--- config.mk ---
export PLATFORM = sky130hd
export DESIGN_NAME = ir_assembler
export DESIGN_NICKNAME = d
export VERILOG_FILES = /design/src/rtl/ir_pkg.sv /design/src/rtl/ir_fill_ctrl.sv /design/src/rtl/ir_assembler.sv
export SDC_FILE = /design/constraint.sdc
export NUM_CORES = 1
export LEC_CHECK = 0
export ABC_AREA = 1
export CAP_MARGIN = 20
export CORE_ASPECT_RATIO = 1.4
export CORE_UTILIZATION = 40
export CTS_CLUSTER_DIAMETER = 80
export DETAILED_ROUTE_END_ITERATION = 10
export SYNTH_ARGS = -nofsm -noshare
export SYNTH_HDL_FRONTEND = slang
export SYNTH_SLANG_ARGS = --single-unit
--- constraint.sdc ---
create_clock -name Clock -period 2.8 [get_ports Clock]
set_clock_uncertainty 0.15 [all_clocks]
set_input_delay 0.56 -clock Clock [delete_from_list [all_inputs] [get_ports Clock]]
set_output_delay 0.56 -clock Clock [all_outputs]
set_load 0.05 [all_outputs]
--- src/rtl/ir_pkg.sv ---
// Shared definitions for the byte-stream instruction register: FunSel codes,
// fill-state enum and the lane-pointer width helper.
package ir_pkg;

  localparam logic [1:0] FS_CLEAR = 2'b00;
  localparam logic [1:0] FS_LOAD  = 2'b01;
  localparam logic [1:0] FS_DEC   = 2'b10;
  localparam logic [1:0] FS_INC   = 2'b11;

  typedef enum logic [1:0] {
    IR_IDLE = 2'd0,
    IR_FILL = 2'd1,
    IR_FULL = 2'd2
  } ir_state_e;

  // Pointer width; a single-lane register still carries a 1-bit pointer.
  function automatic int lane_w(input int bytes);
    return (bytes > 1) ? $clog2(bytes) : 1;
  endfunction

endpackage

--- src/rtl/ir_fill_ctrl.sv ---
// Fill-state FSM and lane pointer: produces InReady, Valid, Lane and the
// one-hot lane write enable for the data lanes in the top level.
module ir_fill_ctrl
  import ir_pkg::*;
#(
  parameter int BYTES     = 2,
  parameter int MSB_FIRST = 0
) (
  input  logic                      clk,
  input  logic                      rst,
  input  logic                      e,
  input  logic [1:0]                fun_sel,
  input  logic                      in_valid,
  input  logic                      consume,
  output logic                      in_ready,
  output logic                      valid,
  output logic [lane_w(BYTES)-1:0]  lane,
  output logic [BYTES-1:0]          lane_we
);

  localparam int LW = lane_w(BYTES);

  ir_state_e         state_q, state_d;
  logic [LW-1:0]     ptr_q, ptr_d;
  logic [LW-1:0]     target;
  logic              accept;

  always_ff @(posedge clk) begin
    if (rst) begin
      state_q <= IR_IDLE;
      ptr_q   <= '0;
    end else begin
      state_q <= state_d;
      ptr_q   <= ptr_d;
    end
  end

  always_comb begin
    state_d  = state_q;
    ptr_d    = ptr_q;
    in_ready = e && (fun_sel == FS_LOAD) && (state_q != IR_FULL);
    accept   = in_valid && in_ready;
    target   = (MSB_FIRST != 0) ? (LW'(BYTES - 1) - ptr_q) : ptr_q;
    lane_we  = '0;
    for (int i = 0; i < BYTES; i++)
      lane_we[i] = accept && (target == LW'(i));

    // Clear wins over everything, including a same-cycle Consume.
    if (e && (fun_sel == FS_CLEAR)) begin
      state_d = IR_IDLE;
      ptr_d   = '0;
    end else if (accept) begin
      if (ptr_q == LW'(BYTES - 1)) begin
        state_d = IR_FULL;
        ptr_d   = '0;
      end else begin
        state_d = IR_FILL;
        ptr_d   = ptr_q + LW'(1);
      end
    end else if (consume && (state_q == IR_FULL)) begin
      state_d = IR_IDLE;
    end
  end

  assign valid = (state_q == IR_FULL);
  assign lane  = ptr_q;

endmodule

--- src/rtl/ir_assembler.sv ---
// Instruction register assembled from an 8-bit byte stream; holds the data
// lanes and inc/dec arithmetic. Optional parity check under IR_PARITY_EN.
module ir_assembler
  import ir_pkg::*;
#(
  parameter int BYTES     = 2,
  parameter int MSB_FIRST = 0
) (
  input  logic                      Clock,
  input  logic                      Reset,
  input  logic                      E,
  input  logic [1:0]                FunSel,
  input  logic [7:0]                Input,
  input  logic                      InValid,
  output logic                      InReady,
  input  logic                      Consume,
  output logic [8*BYTES-1:0]        IROut,
  output logic                      Valid,
`ifdef IR_PARITY_EN
  input  logic                      InParity,
  output logic                      ParErr,
`endif
  output logic [lane_w(BYTES)-1:0]  Lane
);

  logic [8*BYTES-1:0] ir_q;
  logic [BYTES-1:0]   lane_we;

  ir_fill_ctrl #(.BYTES(BYTES), .MSB_FIRST(MSB_FIRST)) u_fill (
    .clk      (Clock),
    .rst      (Reset),
    .e        (E),
    .fun_sel  (FunSel),
    .in_valid (InValid),
    .consume  (Consume),
    .in_ready (InReady),
    .valid    (Valid),
    .lane     (Lane),
    .lane_we  (lane_we)
  );

  // Lane writes only happen under FS_LOAD, so they never collide with clear/inc/dec.
  always_ff @(posedge Clock) begin
    if (Reset) begin
      ir_q <= '0;
    end else if (E && (FunSel == FS_CLEAR)) begin
      ir_q <= '0;
    end else if (E && (FunSel == FS_DEC)) begin
      ir_q <= ir_q - 1'b1;
    end else if (E && (FunSel == FS_INC)) begin
      ir_q <= ir_q + 1'b1;
    end else begin
      for (int i = 0; i < BYTES; i++)
        if (lane_we[i]) ir_q[8*i +: 8] <= Input;
    end
  end

  assign IROut = ir_q;

`ifdef IR_PARITY_EN
  logic par_q;

  // Sticky: only clear or Reset drop it.
  always_ff @(posedge Clock) begin
    if (Reset)
      par_q <= 1'b0;
    else if (E && (FunSel == FS_CLEAR))
      par_q <= 1'b0;
    else if (InValid && InReady && (^{Input, InParity}))
      par_q <= 1'b1;
  end

  assign ParErr = par_q;
`endif

endmodule
==> summary.txt <==
Worst setup path
  • Worst setup SP type: flop
  • Req. time, crit path: 2.09 ns
  • Crit. End Element: primary output
  • Worst reg2reg path depth: 8
  • Worst Path Arrival: about 1.7 ns
  • Crit-path max cell delay: between 0.8 and 0.9 ns
  • CP Max Fanout: 10
  • Cell family with most CP delay: buffers and inverters
  • Worst path slowest cell: clkdlybuf4s50_1
  • Crit path kind: flop to primary output
  • Cell depth of the worst setup path: 1
  • RR Startpoint: IROut[1]
  • Crit path cell chain: clkdlybuf4s50_1
  • Crit. Startpoint: IROut[8]
  • Buf+Inv Stages, Crit Path: 1

Global routing
  • Initial antenna violation count: 0
  • GR Util All Layers: between 20% and 30%
  • Vias in the first global route: slightly below 2000
  • First-pass GRT wire length: between 9 and 10 mm
  • Grt total ovfl: 0
  • Largest net degree at the start of global routing: 17

Synthesis
  • Post-Syn Area: 0.00187 mm^2
  • Synth top cells by count: nand2_1, nor2_1, nand3_1
  • Seq cells post-synth: 19
  • Total of warnings raised by yosys: 0
  • Yosys top cell area share: 20.4%
  • Async SR Flop Fraction: 0%
  • Area contributors post-synth: dfxtp_1, nand2_1, nand3_1
  • Syn Inst Count: 328
  • Post-synth EDFFs: 0
  • Most frequent cell after synthesis: nand2_1
  • Mapped Nets: approximately 350
  • Post-synth cell types: 31
  • Sequential fraction of the synthesis area: 20.4%
  • Area leader, netlist: dfxtp_1
  • Ys flop type: dfxtp_1
  • Synth Area per Inst: 5.69 um^2

Timing
  • Final hold vios: 0
  • Sum of negative setup slack: 0 ns
  • Crit share post-route: 85.3%
  • Fin crit period: between 2 and 2.5 ns
  • Actual slew at the worst max-slew pin: between 0.5 and 0.6 ns
  • RSZ-0062 raised after global routing: no
  • Fmax: between 400 and 500 MHz
  • Final setup fails: 0
  • Slew HR: between 60% and 70%
  • Fin. max-slew vios: 0

Power and ir drop
  • PD cells: between 300 and 400 mW/mm^2
  • Leak: slightly below 0.001 uW
  • Peak supply drop: roughly 0.00021 V

Clock network
  • Worst skew pair latency: around 0.26 ns
  • CTS tree: built
  • Max Root-Sink Buffers: 2
  • Post-CTS Setup Repair Bufs: 0
  • H-tree depth: 1
  • Hold-fix buffers, CTS: 0
  • Post-CTS Resized: 0
  • CTS root buffer: clkbuf_8
  • CTS buffer count: 3
  • Worst-path clk slew: roughly 0.080 ns
  • CTS Sinks: 19

Cells and area
  • Footprint of the multi-input gates: between 0.001 and 0.0015 mm^2
  • Layout fillers: between 500 and 600
  • NumNets Final: between 300 and 400
  • Register area: 380 um^2
  • Post-route cell area: roughly 0.0023 mm^2
  • Area Overhead vs Synth: 22.5%
  • Layout cells sized above 1: under 10%
  • Ant diodes: 0

Drt
  • Total wire length: ~5.3 mm
  • Via count: approximately 2100
  • Vias per cell: around 5
  • Drt pass-1 iters: 5
  • DRT antenna net count: 0
  • WL per Instance: roughly 13 um
  • Initial DRC Count: 86
  • DRC Markers: 0

Min path
  • Hold depth: 2
  • Hold path start: u_fill.state_q[1]
  • Worst min-delay path category: flop to flop

Die
  • Core Box Area: about 0.0045 mm^2
  • Number of core rows: 29
  • Io pins: 34
  • Die Y: a little over 80 um
  • Initial Utilization: between 40% and 50%
  • Die width: 59.7 um
  • Die footprint: 0.00495 mm^2

Place
  • HPWL after DPL: around 4.2 mm
  • Gpl congestion: just under 0.9
  • I/O Buffers: 33
  • Placed cell areas: between 0.002 and 0.0025 mm^2

Status
  • Status: finished, final reports clean

Flow run
  • Max Cap Viol: 0
[flip-flops by register name, summed over array words and instances (netlist names)]
name / flops
IROut: 16
u_fill.lane: 1
u_fill.state_q: 2
[kinds of logic after synthesis]
group / Yosys count / share of synthesized area (%)
and+or+nand+nor: 192 / 48.2
AOI/OAI and AO/OA: 56 / 15.8
buffers and inverters: 56 / 12.9
DFF: 19 / 20.4
xor gates and xnor gates: 3 / 1.41
adders and majority gates: 2 / 1.34
[area by class of cell]
| cell class | instances | share of cell area (%) |
|---|---|---|
| clock buffers | 4 | 1.97 |
| inverters | 43 | 7.06 |
| multi-input cells | 253 | 54.4 |
| flip-flops and latches | 19 | 16.6 |
| well taps | 62 | 3.39 |
| repair buffers | 38 | 16.5 |
[metrics by stage]
step,total power [uW],util (%),setup slack (ns),instances,hold WS (ns)
3_5_place_dp,666,49.8,0.372,415,0.345
4_1_cts,872,50.8,0.397,419,0.356
2_1_floorplan,559,-,0.868,328,0.319
6_report,864,50.8,0.411,419,0.348
5_1_grt,922,50.8,0.336,419,0.373
3_3_place_gp,666,49.8,0.397,415,0.350
[path summary, 6_finish.rpt]
kind	endpoint	slack, ns
min reg2reg	u_fill.state_q[1]	0.35
max reg2reg	IROut[14]	1.02
max	IROut[8]	0.41
min	u_fill.state_q[1]	0.35
[routing by layer]
layer | share of wire (%) | track usage, %
met3 | 3.2 | 2.18
met5 | 0 | 0
met1 | 44 | 30.9
met2 | 50 | 39.1
met4 | 2.2 | 8.46
[where the power goes]
group	switching, uW	leakage, uW	total [uW]	internal (uW)
sequential	32.4	0.000156	319	287
clock	102	0.0000228	204	102
combinational	219	0.000794	341	122
[layout by cell type, fill, tap and decap left out, drive strengths merged]
cell            n
a31oi           1
ha              2
nand3b          1
inv            37
nand4           4
or2             2
o21ai          37
clkdlybuf4s50  32
nor2           51
nand2          91
a21oi          17
o211ai          1
clkinv          6
nand3          41
xor2            3
nor3            2
clkbuf          4
buf             6
dfxtp          19
Note: power is estimated with default switching activity, not from simulation.
